### config.mk
export PLATFORM = sky130hd
export DESIGN_NAME = instr_sequencer
export DESIGN_NICKNAME = d
export VERILOG_FILES = /design/src/rtl/instr_sequencer.sv
export SDC_FILE = /design/constraint.sdc
export NUM_CORES = 1
export LEC_CHECK = 0
export CAP_MARGIN = 30
export CELL_PAD_IN_SITES_DETAIL_PLACEMENT = 0
export CELL_PAD_IN_SITES_GLOBAL_PLACEMENT = 1
export CORE_ASPECT_RATIO = 1.4
export CORE_MARGIN = 2
export CORE_UTILIZATION = 34
export DETAILED_ROUTE_END_ITERATION = 10
export PLACE_DENSITY_LB_ADDON = 0.1
export SLEW_MARGIN = 20
export SYNTH_ARGS = -nofsm -noshare
export SYNTH_HDL_FRONTEND = slang
export SYNTH_SLANG_ARGS = --single-unit
### constraint.sdc
create_clock -name clk -period 4.1 [get_ports clk]
set_input_delay 0.82 -clock clk [delete_from_list [all_inputs] [get_ports clk]]
set_output_delay 0.82 -clock clk [all_outputs]
set_load 0.03 [all_outputs]
### src/rtl/instr_sequencer.sv
// Fetch/decode/sequence controller: fetches 12-bit instructions over req/ack,
// splits them into alu/register-file fields and pulses reg_we once per instruction.
// Optional INSTR_SEQ_PERF_EN adds a saturating retired-instruction counter (retired_cnt).
module instr_sequencer #(
  parameter int PC_W    = 4,
  parameter int INSTR_W = 12
) (
  input  logic               clk,
  input  logic               rst_n,
  input  logic               start,
  output logic               imem_req,
  output logic [PC_W-1:0]    imem_addr,
  input  logic               imem_ack,
  input  logic [INSTR_W-1:0] imem_data,
  output logic [2:0]         opcode,
  output logic [2:0]         r1,
  output logic [2:0]         r2,
  output logic [2:0]         r3,
  output logic               reg_we,
  output logic               busy,
  output logic               done,
  output logic [PC_W-1:0]    pc
`ifdef INSTR_SEQ_PERF_EN
  ,
  output logic [15:0]        retired_cnt
`endif
);

  typedef enum logic [2:0] {
    S_IDLE   = 3'd0,
    S_FETCH  = 3'd1,
    S_DECODE = 3'd2,
    S_EXEC   = 3'd3,
    S_WB     = 3'd4,
    S_HALT   = 3'd5
  } state_e;

  state_e               state_q, state_d;
  logic [PC_W-1:0]      pc_q, pc_d;
  logic [INSTR_W-1:0]   instr_q, instr_d;
  logic                 start_acc;

  // start is only honoured while no instruction is in flight
  assign start_acc = start && ((state_q == S_IDLE) || (state_q == S_HALT));

  always_ff @(posedge clk or negedge rst_n) begin
    if (!rst_n) begin
      state_q <= S_IDLE;
      pc_q    <= '0;
      instr_q <= '0;
    end else begin
      state_q <= state_d;
      pc_q    <= pc_d;
      instr_q <= instr_d;
    end
  end

  always_comb begin
    state_d = state_q;
    pc_d    = pc_q;
    instr_d = instr_q;
    case (state_q)
      S_IDLE, S_HALT: begin
        if (start_acc) begin
          state_d = S_FETCH;
          pc_d    = '0;
        end
      end
      S_FETCH: begin
        if (imem_ack) begin
          instr_d = imem_data;
          state_d = S_DECODE;
        end
      end
      S_DECODE: begin
        if (instr_q[11:9] == 3'b000) state_d = S_HALT;
        else                         state_d = S_EXEC;
      end
      S_EXEC: state_d = S_WB;
      S_WB: begin
        pc_d    = pc_q + PC_W'(1);
        state_d = S_FETCH;
      end
      default: state_d = S_IDLE;
    endcase
  end

  always_comb begin
    imem_req = 1'b0;
    reg_we   = 1'b0;
    busy     = 1'b0;
    done     = 1'b0;
    case (state_q)
      S_FETCH: begin
        imem_req = 1'b1;
        busy     = 1'b1;
      end
      S_DECODE, S_EXEC: busy = 1'b1;
      S_WB: begin
        reg_we = 1'b1;
        busy   = 1'b1;
      end
      S_HALT:  done = 1'b1;
      default: ;
    endcase
  end

  // Fields come straight from the instruction register, so they only move on a fetch ack
  assign imem_addr = pc_q;
  assign pc        = pc_q;
  assign opcode    = instr_q[11:9];
  assign r1        = instr_q[8:6];
  assign r2        = instr_q[5:3];
  assign r3        = instr_q[2:0];

`ifdef INSTR_SEQ_PERF_EN
  logic [15:0] retired_q, retired_d;

  always_comb begin
    retired_d = retired_q;
    if (start_acc)
      retired_d = '0;
    else if ((state_q == S_WB) && (retired_q != 16'hFFFF))
      retired_d = retired_q + 16'd1;
  end

  always_ff @(posedge clk or negedge rst_n) begin
    if (!rst_n) retired_q <= '0;
    else        retired_q <= retired_d;
  end

  assign retired_cnt = retired_q;
`endif

endmodule

# Word-level counts from Yosys, hierarchy flattened
# Cells that the tools add are included.
[op_classes]
add_sub_neg = 1
n_eq_ne = 7
n_mux = 10
n_reduce_logical = 10
[ops]
columns = ["operator", "n"]
rows = [
  ["$pmux W3 S5", 1],
  ["$mux W3", 3],
  ["$pmux W4 S2", 1],
  ["$eq A3 B2 Y1 const B", 2],
  ["$eq A3 B3 Y1 const B", 2],
  ["$logic_not A3 Y1", 2],
  ["$reduce_and A2 Y1", 3],
  ["$add A4 B1 Y4 const B", 1],
  ["$mux W1", 4],
  ["$mux W4", 1],
  ["$ne A2 B2 Y1 const B", 2],
  ["$reduce_or A4 Y1", 1],
  ["$eq A3 B1 Y1 const B", 1],
  ["$reduce_bool A2 Y1", 1],
  ["$reduce_or A2 Y1", 1],
  ["$logic_and A1 B1 Y1", 1],
  ["$logic_or A1 B1 Y1", 1],
]
[word_totals]
reg_bits = 19
inputBits = 16
out_inout_bits = 24
wordCells = 31

# Depth between registers and ports, before layout
# Gate-level depths: netlist of the first run.
[depth]
word_depth = 5
depth_mapped = 5
depth_no_buf = 3

# Worst setup path before layout of the first run
# OpenSTA, ideal clock, no wires.
[synth_path]
path_type = "register to output"
start = "register state_q[0]"
end = "output reg_we"
t_arrival_ns = 1.111
required_ns = 3.280
path_slack_ns = 2.169
stages_incl_launch_ff = 4
path_buffers = 1
path_cell_list = "dfrtp_1 -> buf_4 -> or3b_1 -> inv_1"
[synth_between]
elab_chain_cells = 2
[synth_rtl]
columns = ["element", "line", "rtl"]
rows = [
  ["start, declared", "38", "state_e state_q, state_d;"],
  ["start signal, assigned", "52", "state_q <= state_d;"],
  ["$eq A3 B3 Y1", "93", "case (state_q)"],
  ["$mux W1", "93", ""],
  ["end, declared", "19", "output logic reg_we,"],
]
# Every way passes these cells.

# Worst setup path in the final report of the first run
[layout_path]
start = "register state_q[2]"
end = "output reg_we"
# Same word-level chain as after synthesis.

==> summary.txt, run 1 <==
Critical path
  • Critical R2R Launch: state_q[2]
  • Crit path launch: state_q[2]
  • CP top delay family: buffers and inverters
  • Buf/Inv on CP: 2
  • R2r endpoint: instr_q[3]
  • Crit Path Max Fanout: 13
  • Worst path depth: 3
  • Worst Path Required: 3.28 ns
  • Crit path cell chain: or3b_1 -> inv_1 -> clkdlybuf4s50_1
  • Startpoint Class: flip-flop
  • Worst Reg-to-Reg Cells: 3
  • Critical path class: flip-flop to primary output
  • Setup crit end kind: primary output
  • Slowest CP cell: clkdlybuf4s50_1
  • Max incr delay on CP: 0.67 ns
  • Register-to-register setup slack: 2.54 ns
  • Data arrival time of the worst path: a little over 2 ns
  • Critical Path Sink: reg_we

Clock tree
  • Hold-fix buffer count after cts: 0
  • Cts repair resizes: 0
  • CTS tree: yes
  • H-tree depth: 1
  • TritonCTS Sinks: 19
  • Clock Root Buffer: clkbuf_4
  • Clock latency at the later pin of the worst-skew pair: 0.29 ns
  • Max Root-Sink Buffers: 2
  • Clock Pin Slew Worst Setup and Hold Paths: 0.10 ns
  • Post-CTS setup buffers: 0
  • CTS Buf Count: 3

Route
  • DRT Pass-1 Iters: 4
  • Final WL: 1.83 mm
  • Residual DRC: 0
  • Avg WL per Cell: 12.6 µm
  • Drt first-iter violations: 7
  • Via/cell ratio: 4.68
  • Post-route ant nets: 0
  • Vias: between 600 and 700

Cells and area
  • Filler cell count: 241
  • Area grow syn2layout: 43.9%
  • Cell area after layout: 1350 µm²
  • Most frequent cells in the layout: clkdlybuf4s50_1 (39), dfrtp_1 (19), mux2_4 (9)
  • Antenna diodes: 0
  • Layout Cells excl Fill: 145
  • Share of layout cells above drive strength 1: ~17%
  • # nets final: 127
  • Most common cell after layout, fill and taps aside: clkdlybuf4s50_1

GRT
  • Vias in the first global route: 728
  • Antenna violations before repair: 0
  • All-Layer GR Usage: 12.4%
  • Largest net degree at the start of global routing: 20
  • Global-route wire length before repair: roughly 3.1 mm
  • Total grt overflow: 0

Logic synthesis
  • Synthesized cell area: 940 µm²
  • Synth Register Bits: 19
  • Ys Warns: 0
  • Syn Nets: 89
  • Area share of the largest cell type after synthesis: 50.6%
  • Area leader, netlist: dfrtp_1
  • Largest cells by area after synthesis: dfrtp_1 (51%), mux2_4 (14%), buf_4 (4.0%)
  • Sequential cell area fraction in the yosys report: 50.6%
  • Synthesized instance count: between 70 and 80
  • Synth cell types: 29
  • Avg Inst Size Synth: approximately 13 µm²

Timing
  • Max Transition Viols Final: 0
  • TNS Setup: 0 ns
  • Fin crit share: 70.5%
  • # setup viols final: 0
  • Max frequency: between 300 and 400 MHz
  • RSZ-0062 raised after global routing: false
  • Post-route setup slack: 1.21 ns
  • Final Hold Vio Count: 0
  • Setup Skew: 0.00302 ns
  • Worst-Margin Slew: 0.464 ns
  • Max_slew headroom: a little under 70%
  • Minimum clock period: 2.89 ns
  • Hold Slack: between 0.5 and 0.6 ns

Placement
  • Placer Congestion: 0.773
  • Placed Instance Area: 1320 µm²
  • Place WS: approximately 1.5 ns
  • Hpwl dp: 1.35 mm
  • Dpl cells: 140
  • Port Buffer Count: 39

Power
  • Max VDD drop: 0.422 mV
  • Total power divided by cell area: approximately 850 nW/µm²
  • Static leakage: 0.587 nW

Die
  • Ports: 40
  • Full die area: 3210 µm²
  • Die height: 66.2 µm
  • Width of the die: approximately 48 µm
  • Core box area: between 2000 and 3000 µm²
  • Initial Util: 35.9%
  • Site row count: 22

Hold path
  • HP Class: flip-flop to flip-flop
  • Hold Crit Start: instr_q[3]

Job
  • Max-cap check violation count: 0

Outcome
  • Status: finished, final reports clean
routing by layer:
layer | share of wire, % | up-vias | track usage, %
met5 | 0 | - | 0
met4 | 0.82 | 0 | 4.29
met2 | 51 | 22 | 23.3
li1 | - | 326 | -
met3 | 4.5 | 2 | 2.49
met1 | 43 | 329 | 13.9
synth_stat cells, drive strengths merged:
cell type / n
inv: 2
nor2b: 2
nand2b: 1
and2: 1
a21oi: 3
a221o: 1
nand2: 1
o31ai: 1
xnor2: 1
mux2: 13
buf: 7
a211o: 2
nor2: 3
a32o: 1
and2b: 1
nor3: 1
nor3b: 3
and3: 2
or3b: 1
nand3b: 1
or3: 1
ha: 1
dfrtp: 19
nand3: 2
o21ai: 1
cell families after synthesis:
kind of cell / Yosys count / share of synthesized area, %
AOI/OAI and AO/OA: 9 / 6.92
xor gates and xnor gates: 1 / 0.932
adders and majority gates: 1 / 1.33
buffers and inverters: 9 / 7.19
DFF: 19 / 50.6
muxes: 13 / 19.2
and+or+nand+nor: 20 / 13.8
state kept, by name, indices dropped and copies added, names as in the netlist:
| name | flops |
|---|---|
| imem_addr | 4 |
| instr_q | 12 |
| state_q | 3 |
cell type report:
class                   instances  area (µm²)  share of cell area, %
well taps                      36        45.0                   3.33
flip-flops and latches         19         475                   35.2
clock buffers                   4        26.3                   1.94
repair buffers                 40         402                   29.7
inverters                       2        7.51                  0.555
multi-input cells              44         397                   29.3
stage by stage:
stage | utilization [%] | total power [W]
6_report | 51.7 | 0.00114
5_1_grt | 51.7 | 0.00122
4_1_cts | 51.3 | 0.00116
3_5_place_dp | 50.3 | 0.00106
3_3_place_gp | 50.3 | 0.00105
2_1_floorplan | - | 0.000828
power breakdown:
group,switching (W),total [W],internal [W]
clock,0.0000545,0.0000923,0.0000378
sequential,0.0000838,0.000357,0.000273
combinational,0.000349,0.000695,0.000345
total,0.000488,0.00114,0.000656
worst min path at each step:
| stage | cells after the start | to | slack (ns) |
|---|---|---|---|
| finish | 1 | instr_q[3] | 0.52 |
| global route | 1 | instr_q[3] | 0.55 |
| CTS | 1 | instr_q[3] | 0.52 |
| detailed placement | 1 | instr_q[3] | 0.50 |
| global placement | 1 | instr_q[3] | 0.49 |
| floorplan | 0 | imem_addr[0] | 0.52 |
Power figures use the tool's default switching activity.
==> run 2, diff against run 1 <==
CORE_UTILIZATION = 28   (was 34)
clock period = 2.3 ns   (was 4.1 ns; I/O delays follow)
==> summary.txt, run 2 (synthesis gave the netlist of run 1 again) <==
Cells and area
  • Share of layout cells above drive strength 1: 19.6% (+2.2 points)
  • Antenna diodes: 0 (unchanged)
  • Area grow syn2layout: 49.1%
  • Final Util: 44.4% (-7.3 points)
  • Max reg flops: 12 (unchanged)
  • Most common cell after layout, fill and taps aside: clkdlybuf4s50_1
  • Area of the multi-input gates: 397 µm² (unchanged)
  • FF/Latch Area: 475 µm² (unchanged)
  • Most frequent cells in the layout: clkdlybuf4s50_1 (36), dfrtp_1 (19), mux2_4 (9), buf_4 (4)
  • Layout Cells excl Fill: 151 (+4.1%)
  • # nets final: 130 (+2.4%)
  • Filler cell count: 326 (+35%)
  • Largest Register: instr_q

Timing
  • RSZ-0062 raised after global routing: false
  • Max frequency: around 460 MHz
  • Max Transition Viols Final: 0 (unchanged)
  • Worst-Margin Slew: 0.325 ns (-0.139 ns)
  • Final Hold Vio Count: 0 (unchanged)
  • Fin crit share: a little over nine tenths
  • Minimum clock period: 2.15 ns
  • # setup viols final: 0 (unchanged)
  • Setup Skew: 0.00165 ns (-0.00136 ns)
  • Max_slew headroom: 78.3% (+9.3 points)
  • TNS Setup: 0 ns (unchanged)
  • Post-route setup slack: 0.146 ns (-1.06 ns)

Route
  • Final WL: 1.91 mm (+4.3%)
  • Vias: 705 (+3.8%)
  • Via/cell ratio: 4.67 (-0.30%)
  • Drt first-iter violations: 7 (unchanged)
  • Post-route ant nets: 0 (unchanged)
  • Residual DRC: 0 (unchanged)
  • Avg WL per Cell: 12.6 µm (+0.17%)
  • DRT Pass-1 Iters: 4 (unchanged)

Hold path
  • HP Class: flip-flop to flip-flop

Clock tree
  • Hold-fix buffer count after cts: 0 (unchanged)
  • Clock Pin Slew Worst Setup and Hold Paths: 0.07 ns (-0.03 ns)
  • Clock Root Buffer: clkbuf_8
  • Clock latency at the later pin of the worst-skew pair: 0.25 ns (-0.04 ns)
  • Cts repair resizes: 0 (unchanged)
  • CTS Buf Count: 3 (unchanged)
  • Post-CTS setup buffers: 0 (unchanged)
  • H-tree depth: 1 (unchanged)
  • CTS tree: yes
  • TritonCTS Sinks: 19 (unchanged)
  • Max Root-Sink Buffers: 2 (unchanged)

GRT
  • Global-route wire length before repair: 3.29 mm (+6.0%)
  • Vias in the first global route: 717 (-1.5%)
  • Total grt overflow: 0 (unchanged)
  • Largest net degree at the start of global routing: 20 (unchanged)
  • Antenna violations before repair: 0 (unchanged)
  • All-Layer GR Usage: 11.5% (-0.93 points)

Power
  • Pint: 0.00126 W (+91%)
  • Max VDD drop: 0.697 mV (+65%)
  • Switch Pwr: 0.000885 W (+81%)
  • Switching share of power: 41.3% (-1.3 points)
  • Sequential power share: 27.2% (-4.0 points)
  • Comb power frac: 62.2% (+1.5 points)
  • Total power divided by cell area: 1530 nW/µm² (+81%)
  • Static leakage: 0.651 nW (+11%)
  • Clk network pwr share: 10.6% (+2.5 points)

Die
  • Core box area: 3150 µm² (+21%)
  • Die height: 72.5 µm (+9.6%)
  • Initial Util: 29.8% (-6.1 points)
  • Ports: 40 (unchanged)
  • Full die area: 3840 µm² (+20%)
  • Site row count: 24 (+9.1%)
  • Width of the die: 53.0 µm (+9.4%)

Critical path
  • Crit Path Max Fanout: 12 (-1)
  • CP top delay family: buffers and inverters
  • Worst Path Required: 1.84 ns (-1.44 ns)
  • Startpoint Class: flip-flop
  • Buf/Inv on CP: 2 (unchanged)
  • Max incr delay on CP: 0.70 ns (+0.03 ns)
  • Setup crit end kind: primary output
  • Data arrival time of the worst path: 1.69 ns (-0.38 ns)
  • Slowest CP cell: clkdlybuf4s50_1
  • Crit path cell chain: buf_4 -> nor3b_2 -> clkdlybuf4s50_1
  • Critical path class: flip-flop to primary output

Placement
  • Place WS: 0.303 ns (-1.22 ns)
  • Dpl cells: 147 (+5.0%)
  • Hpwl dp: 1.42 mm (+4.8%)
  • Placer Congestion: 0.765 (-1.1%)
  • Port Buffer Count: 39 (unchanged)

Job
  • Max-cap check violation count: 0 (unchanged)

Outcome
  • Status: finished, final reports clean
-- run 2: path summary, 6_finish.rpt --
| check | cells past startpoint | to | slack [ns] | start |
|---|---|---|---|---|
| setup / recovery | 3 | imem_req | 0.15 | state_q[2] |
| setup reg to reg | 4 | instr_q[4] | 0.78 | state_q[2] |
| max in group asynchronous | 2 | instr_q[10] | 1.55 | rst_n |
| hold reg to reg | 1 | instr_q[0] | 0.51 | instr_q[0] |
| min in group asynchronous | 2 | imem_addr[1] | 0.55 | rst_n |
| hold / removal | 1 | instr_q[0] | 0.51 | instr_q[0] |
-- run 2: cell type report --
type | instances | share of cell area [%]
Sequential cell | 19 | 33.9
Tap cell | 39 | 3.48
Timing Repair Buffer | 43 | 30.5
Clock buffer | 4 | 3.21
Inverter | 2 | 0.536
Multi-Input combinational cell | 44 | 28.3
-- run 2: through the flow --
| step | power [W] | hold WS, ns | cell area (µm²) |
|---|---|---|---|
| 4_1_cts | 0.00218 | 0.518 | 1390 |
| 2_1_floorplan | 0.00148 | 0.164 | 940 |
| 3_5_place_dp | 0.00194 | 0.496 | 1350 |
| 3_3_place_gp | 0.00193 | 0.494 | 1350 |
| 5_1_grt | 0.00227 | 0.528 | 1400 |
| 6_report | 0.00214 | 0.509 | 1400 |
-- run 2: per-layer routing --
metal / vias to the layer above / track usage [%] / share of wire (%)
met1: 340 / 14.1 / 39
met3: 4 / 2.06 / 6.1
met2: 29 / 19.2 / 53
li1: 332 / - / -
met4: 0 / 5.13 / 1.3
met5: - / 0 / 0
-- run 2: power by group through the flow --
stage / sequential (W) / combinational, W / clock, W
2_1_floorplan: 0.000842 / 0.000634 / 0
3_3_place_gp: 0.000587 / 0.00134 / 0
3_5_place_dp: 0.000591 / 0.00135 / 0
4_1_cts: 0.000588 / 0.00136 / 0.000240
5_1_grt: 0.000611 / 0.00141 / 0.000254
6_report: 0.000582 / 0.00133 / 0.000226
